[src/rtl/tlul_sram_adapter.sv]
// rtl/tlul_sram_adapter.sv - TL-UL device port to one-cycle-latency single-port SRAM adapter
// Optional full request legality checking is enabled by defining TLUL_SRAM_ADAPTER_ERRCHK_EN.

package tlul_pkg;
    typedef struct packed {
        logic        a_valid;
        logic [2:0]  a_opcode;
        logic [2:0]  a_param;
        logic [1:0]  a_size;
        logic [7:0]  a_source;
        logic [31:0] a_address;
        logic [3:0]  a_mask;
        logic [31:0] a_data;
        logic        d_ready;
    } tl_h2d_t;

    typedef struct packed {
        logic        d_valid;
        logic [2:0]  d_opcode;
        logic [2:0]  d_param;
        logic [1:0]  d_size;
        logic [7:0]  d_source;
        logic        d_sink;
        logic [31:0] d_data;
        logic        d_error;
        logic        a_ready;
    } tl_d2h_t;

    localparam logic [2:0] OpPutFull       = 3'd0;
    localparam logic [2:0] OpPutPartial    = 3'd1;
    localparam logic [2:0] OpGet           = 3'd4;
    localparam logic [2:0] OpAccessAck     = 3'd0;
    localparam logic [2:0] OpAccessAckData = 3'd1;
endpackage

module tlul_sram_adapter
    import tlul_pkg::*;
#(
    parameter int SramAw      = 12,
    parameter int Outstanding = 2,
    parameter bit ErrOnWrite  = 1'b0
) (
    input  logic              clk_i,
    input  logic              rst_ni,
    input  tl_h2d_t           tl_i,
    output tl_d2h_t           tl_o,
    output logic              req_o,
    output logic              we_o,
    output logic [SramAw-1:0] addr_o,
    output logic [31:0]       wdata_o,
    output logic [31:0]       wmask_o,
    input  logic [31:0]       rdata_i
);
    localparam int PtrW = (Outstanding > 1) ? $clog2(Outstanding) : 1;

    logic [2:0]      cnt;
    logic [PtrW-1:0] wptr, rptr, rd_idx;
    logic            rd_pend;

    logic [2:0]  q_opcode  [Outstanding];
    logic [1:0]  q_size    [Outstanding];
    logic [7:0]  q_source  [Outstanding];
    logic        q_error   [Outstanding];
    logic        q_is_read [Outstanding];
    logic [31:0] q_data    [Outstanding];

    logic a_ready, accept, d_valid, d_hs, is_get, is_put, err, issue;
    logic [31:0] head_data;

    function automatic logic [PtrW-1:0] next_ptr(input logic [PtrW-1:0] p);
        return (p == PtrW'(Outstanding - 1)) ? '0 : p + 1'b1;
    endfunction

    assign a_ready = (cnt < 3'(Outstanding));
    assign accept  = tl_i.a_valid && a_ready;
    assign d_valid = (cnt != 3'd0);
    assign d_hs    = d_valid && tl_i.d_ready;
    assign is_get  = (tl_i.a_opcode == OpGet);
    assign is_put  = (tl_i.a_opcode == OpPutFull) || (tl_i.a_opcode == OpPutPartial);

`ifdef TLUL_SRAM_ADAPTER_ERRCHK_EN
    logic [3:0] byte_mask;
    always_comb begin
        byte_mask = 4'h0;
        case (tl_i.a_size)
            2'd0:    byte_mask = 4'b0001 << tl_i.a_address[1:0];
            2'd1:    byte_mask = tl_i.a_address[1] ? 4'b1100 : 4'b0011;
            2'd2:    byte_mask = 4'b1111;
            default: byte_mask = 4'h0;
        endcase
        err = ErrOnWrite && is_put;
        if (!(is_get || is_put))                                     err = 1'b1;
        if (tl_i.a_size > 2'd2)                                      err = 1'b1;
        if (tl_i.a_size == 2'd1 && tl_i.a_address[0])                err = 1'b1;
        if (tl_i.a_size == 2'd2 && tl_i.a_address[1:0] != 2'd0)      err = 1'b1;
        if ((tl_i.a_mask & ~byte_mask) != 4'h0)                      err = 1'b1;
        if (tl_i.a_opcode == OpPutFull && tl_i.a_mask != byte_mask)  err = 1'b1;
    end
`else
    assign err = ErrOnWrite && is_put;
`endif

    // SRAM strobes are gated so the address/data buses idle at zero between accesses
    assign issue   = accept && !err;
    assign req_o   = issue;
    assign we_o    = issue && !is_get;
    assign addr_o  = issue ? tl_i.a_address[SramAw+1:2] : '0;
    assign wdata_o = issue ? tl_i.a_data : '0;
    assign wmask_o = issue ? {{8{tl_i.a_mask[3]}}, {8{tl_i.a_mask[2]}},
                              {8{tl_i.a_mask[1]}}, {8{tl_i.a_mask[0]}}} : '0;

    logic unused;
    assign unused = ^{tl_i.a_param, tl_i.a_address[31:SramAw+2], tl_i.a_address[1:0]};

    always_ff @(posedge clk_i or negedge rst_ni) begin
        if (!rst_ni) begin
            cnt     <= 3'd0;
            wptr    <= '0;
            rptr    <= '0;
            rd_pend <= 1'b0;
            rd_idx  <= '0;
        end else begin
            case ({accept, d_hs})
                2'b10:   cnt <= cnt + 3'd1;
                2'b01:   cnt <= cnt - 3'd1;
                default: cnt <= cnt;
            endcase
            if (accept) wptr <= next_ptr(wptr);
            if (d_hs)   rptr <= next_ptr(rptr);
            rd_pend <= issue && is_get;
            rd_idx  <= wptr;
        end
    end

    // rd_pend is cleared by reset, so a discarded in-flight read never lands
    always_ff @(posedge clk_i) begin
        if (accept) begin
            q_opcode[wptr]  <= is_get ? OpAccessAckData : OpAccessAck;
            q_size[wptr]    <= tl_i.a_size;
            q_source[wptr]  <= tl_i.a_source;
            q_error[wptr]   <= err;
            q_is_read[wptr] <= issue && is_get;
        end
        if (rd_pend) q_data[rd_idx] <= rdata_i;
    end

    assign head_data = (rd_pend && rd_idx == rptr) ? rdata_i : q_data[rptr];

    always_comb begin
        tl_o         = '0;
        tl_o.a_ready = a_ready;
        if (d_valid) begin
            tl_o.d_valid  = 1'b1;
            tl_o.d_opcode = q_opcode[rptr];
            tl_o.d_size   = q_size[rptr];
            tl_o.d_source = q_source[rptr];
            tl_o.d_error  = q_error[rptr];
            tl_o.d_data   = q_is_read[rptr] ? head_data : 32'h0;
        end
    end
endmodule
[config.mk]
export PLATFORM = sky130hd
export DESIGN_NAME = tlul_sram_adapter
export DESIGN_NICKNAME = d
export VERILOG_FILES = /design/src/rtl/tlul_sram_adapter.sv
export SDC_FILE = /design/constraint.sdc
export NUM_CORES = 1
export LEC_CHECK = 0
export BUFFER_PORTS_ARGS = -buffer_cell sky130_fd_sc_hd__buf_2
export CORE_MARGIN = 5
export CORE_UTILIZATION = 35
export CTS_CLUSTER_SIZE = 30
export DETAILED_ROUTE_END_ITERATION = 10
export PLACE_DENSITY = 0.61
export SLEW_MARGIN = 5
export SYNTH_ARGS = -nofsm -noshare
export SYNTH_HDL_FRONTEND = slang
export SYNTH_SLANG_ARGS = --single-unit
[constraint.sdc]
create_clock -name clk_i -period 6.9 [get_ports clk_i]
set_input_delay 0.69 -clock clk_i [delete_from_list [all_inputs] [get_ports clk_i]]
set_output_delay 0.69 -clock clk_i [all_outputs]
set_load 0.02 [all_outputs]
### Yosys cells after proc, flatten, opt, wreduce, memory -nomap -nowiden

Memories as Yosys holds them, arrays and structs flattened.
Index checks and enable logic that the tools add are counted.

| cells by class | value |
|---|---|
| $add $sub $neg | 4 |
| magnitude comparators | 1 |
| equality and inequality tests | 4 |
| mux-type cells | 16 |
| reductions and logical operators | 8 |

Operator list:

| kind | count |
|---|---|
| 32-bit 2-to-1 mux | 4 |
| 33-bit 2-to-1 mux | 1 |
| 12-bit 2-to-1 mux | 1 |
| 10-bit 2-to-1 mux | 1 |
| 1-bit 2-to-1 mux | 7 |
| 3-bit case mux with 2 select lines | 1 |
| 1-bit logical AND | 5 |
| 4-bit 2-to-1 mux | 1 |
| 3-bit by 1-bit adder with 3-bit output, second input constant | 1 |
| 3-bit equality test, second input constant | 1 |
| 3-bit by 2-bit < comparator with 1-bit output, second input constant | 1 |
| 3-bit nonzero test | 1 |
| 3-bit by 1-bit subtractor with 3-bit output, second input constant | 1 |
| 1-bit adder, second input constant | 2 |
| 2-bit by 1-bit equality test with 1-bit output, second input constant | 1 |
| 2-bit equality test, second input constant | 1 |
| 2-bit nonzero test | 1 |
| 1-bit equality test | 1 |
| 1-bit zero test | 1 |

| word-level totals | value |
|---|---|
| register bits after elaboration | 7 |
| bits in writable memories | 88 |
| input port bits | 120 |
| output and inout bits | 130 |
| logic and storage cells | 43 |
| memories kept | 5 |

Memory list:

| name | depth | width | rd ports | clocked after memory_dff | wr ports | line | text |
|---|---|---|---|---|---|---|---|
| q_data | 2 | 32 | 1 | 0 | 1 | 65 | `logic [31:0] q_data [Outstanding];` |
| q_source | 2 | 8 | 1 | 0 | 1 | 62 | `logic [7:0] q_source [Outstanding];` |
| q_size | 2 | 2 | 1 | 0 | 1 | 61 | `logic [1:0] q_size [Outstanding];` |
| q_is_read | 2 | 1 | 1 | 0 | 1 | 64 | `logic q_is_read [Outstanding];` |
| q_opcode | 2 | 1 | 1 | 0 | 1 | 60 | `logic [2:0] q_opcode [Outstanding];` |

### Longest topological paths before layout

| depth | value |
|---|---|
| depth in word-level cells | 5 |
| mapped depth | 8 |
| mapped depth without buffers | 8 |

### Least setup slack after synthesis

No wires, ideal clock.

| timing | value |
|---|---|
| path kind | reg2reg |
| from | register rd_pend |
| to | memory q_data[0][0], enable pin |
| library setup time | 0.425 ns |
| arrival time | 2.143 ns |
| data required time | 6.475 ns |
| setup slack | 4.332 ns |
| stages on the path, launching flop included | 3 |
| buffers on the path | 1 |
| clock period less this slack | 2.568 ns |
| path through | dfrtp_1 -> clkbuf_1 -> nor2b_1 |

| on the way | value |
|---|---|
| cells in the longest elaborated chain, start to end | 2 |

Ends and longest elaborated chain:

| item | line | text |
|---|---|---|
| start: declaration | 58 | `logic rd_pend;` |
| start signal: assignment | 130 | `rd_pend <= issue && is_get;` |
| 1-bit 2-to-1 mux | 144 | `if (rd_pend) q_data[rd_idx] <= rdata_i;` |
| 1-bit 2-to-1 mux (implied by the code) | 144 |  |
| end: declaration | 65 |  |

Every way passes these cells.

==> run metrics <==
CP max stage delay=1.13 ns; RSZ-0062 raised after global routing=no; Initial Util=35.6%; CTS H-tree lvls=3; crit path launch type=flop; Die X=129 um; Sequential Power Share=32.0%; Tcrit/Tclk final=50.9%; gp weighted congestion=approximately 0.9; core area=13800 um2; total track usage=~15%; clock buffer count from CTS=9; clock root buffer=clkbuf_16; Syn Inst Count=353; worst relative slew slack=around a fifth; Max Clk Rate=285 MHz; outcome=complete, no violations; initial antenna violation count=0; worst-skew pair later-pin latency=0.33 ns; Worst Path Required=6.21 ns; boundary pin count=250; met3 Resource Use GR=3.94%; Yosys Warn Count=0; CP max FO=35; Leakage=2.89 nW; Worst-path clk slew=roughly 0.060 ns; Placed Area=roughly 5900 um2; number of max-cap violations=0; cts repair resizes=0; wire per inst=17.6 um; NetSw=0.979 mW; Min-Delay Path Class=in2async; # setup viols final=0; drt total wl=approximately 13000 um; register area share after synthesis=57.3%; hpwl dp=8790 um; Clk pwr share=20.8%; switch share=42.2%; CTS tree=built; hold buffers post-CTS=0; Die ar.=16500 um2; DR vias=3462; Hold Vio Cnt, Final=0; area grow syn2layout=25.2%; pwr/cell area=377 nW/um2; Tmin final=approximately 3.5 ns; WP data arrival=~2.8 ns; GR Util met1=between 10% and 20%; Worst setup EP type=output port; Netlist cell types=26; chip height=129 um; Avg Inst Size Synth=around 14 um2; # nets final=651; worst slew pin tran=1.18 ns; design area=6160 um2; Post-CTS Setup Repair Bufs=0; largest net degree at the start of global routing=between 50 and 60; drt pass-1 iters=4; global route hottest layer=met2; CTS Sinks=95; peak supply drop=244 uV; # rows=43; grt ovf=0; share of layout cells above drive strength 1=52.1%; Routed Antenna Nets=0; initial detailed-routing violation count=about 140; clk_skew=0.00559 ns; register bit total from synthesis=95; vias per inst=4.85; drc violations=0; met2 Use GR=26.1%; number of diodes=0; Slew Limit Fails=0; Setup Crit Path Kind=reg2out; Setup TNS=0 ns; Worst path slowest cell=dfrtp_1; first-pass GRT wire length=18900 um; clk buf depth=2; Logic pwr share=47.2%; IO Port Bufs=219; Synth Cell Area=4920 um2; crit-path cells=nand2_4, a221oi_2, buf_2; vias in the first global route=3681; internal power=1.34 mW; Pwr Total=~2.3 mW
layout by cell type (no fill, tap or decap), types with 3 or more instances in the layout:
cell / count
buf_2: 219
nor2_1: 14
and3_1: 50
mux2i_1: 43
nor2b_1: 32
buf_4: 5
dfrtp_1: 6
clkbuf_16: 9
a221oi_2: 30
conb_1: 7
and2_1: 3
xnor2_1: 3
edfxtp_1: 88
cell type report:
| type | instances | area (um2) |
|---|---|---|
| Multi-Input combinational cell | 197 | 1690 |
| Clock buffer | 10 | 229 |
| Timing Repair Buffer | 224 | 1130 |
| Inverter | 2 | 7.51 |
| Clock inverter | 6 | 60.1 |
| Tap cell | 180 | 225 |
| Fill cell | 1284 | 7670 |
| Sequential cell | 95 | 2820 |
registers in the layout, indices dropped and copies added (netlist names):
register   flops
wptr           1
q_data        64
rd_pend        1
rptr           1
cnt            3
rd_idx         1
q_opcode       2
q_size         4
q_source      16
q_is_read      2
cell usage after synthesis (all sizes together):
master,count,area [um2]
and2,3,18.8
nor3b,1,7.51
dfrtp,7,175
edfxtp,88,2640
nor2b,33,206
and3,50,313
clkbuf,17,75.1
buf,48,365
inv,2,7.51
nor2,15,56.3
mux2,2,22.5
conb,1,3.75
mux2i,43,430
nor3,1,5.00
fa,1,20.0
nand2,2,17.5
xnor2,4,53.8
ha,1,12.5
xor2,2,17.5
a221oi,32,468
per-stage QoR:
| stage | cells | hold slack, ns | utilization, % | setup WS (ns) |
|---|---|---|---|---|
| 6_report | 714 | 0.180 | 44.5 | 3.39 |
| 5_1_grt | 714 | 0.176 | 44.5 | 3.12 |
| 4_1_cts | 714 | 0.162 | 44.5 | 3.28 |
| 3_5_place_dp | 698 | 0.447 | 42.5 | 3.66 |
| 3_3_place_gp | 698 | 0.433 | 42.5 | 3.66 |
| 2_1_floorplan | 359 | 0.394 | - | 4.33 |
worst max-delay path: cells and delay by family, from the launching register on:
kind / cells / cell delay, ns
DFF: 1 / 1.13
AOI/OAI and AO/OA: 1 / 0.47
buffers and inverters: 1 / 0.23
and+or+nand+nor: 1 / 0.63
logic make-up (layout without fill, tap and decap cells):
logic type,after synthesis,count (layout),share of synthesized area [%]
adder cells (fa/ha/maj),2,2,0.661
XOR/XNOR,6,6,1.45
flip-flops,95,95,57.3
multiplexers,45,45,9.21
AND/OR/NAND/NOR,105,105,12.7
AO/OA/AOI/OAI,32,32,9.51
buffers and inverters,67,242,9.11
other,1,7,0.0762
power groups by stage:
stage	registers [mW]	clock network (mW)	logic, mW
global route	0.753	0.520	1.18
global placement	0.755	0	1.11
floorplan	0.714	0	0.868
CTS	0.747	0.499	1.12
finish	0.744	0.482	1.10
detailed placement	0.759	0	1.12
final timing paths:
path,start,to,slack (ns),cells after the start
worst max-delay path,rd_pend$_DFF_PN0_,tl_o[7],3.39,3
worst min register to register,wptr$_DFFE_PN0N_,rd_idx$_DFF_PN0_,0.46,0
worst max register to register,rd_pend$_DFF_PN0_,q_data[1][25]$_DFFE_PP_,4.30,2
max in group asynchronous,rst_ni,rptr$_DFFE_PN0P_,6.55,1
min in group clk_i,wptr$_DFFE_PN0N_,rd_idx$_DFF_PN0_,0.46,0
worst min-delay path,rst_ni,cnt[1]$_DFFE_PN0P_,0.18,1
per-layer routing:
| metal | part of all wire, % | vias up |
|---|---|---|
| met5 | 0 | - |
| met4 | 2.3 | 0 |
| met3 | 7.0 | 13 |
| met2 | 51 | 152 |
| met1 | 40 | 1662 |
| li1 | - | 1635 |
(Power assumes the default switching activity.)
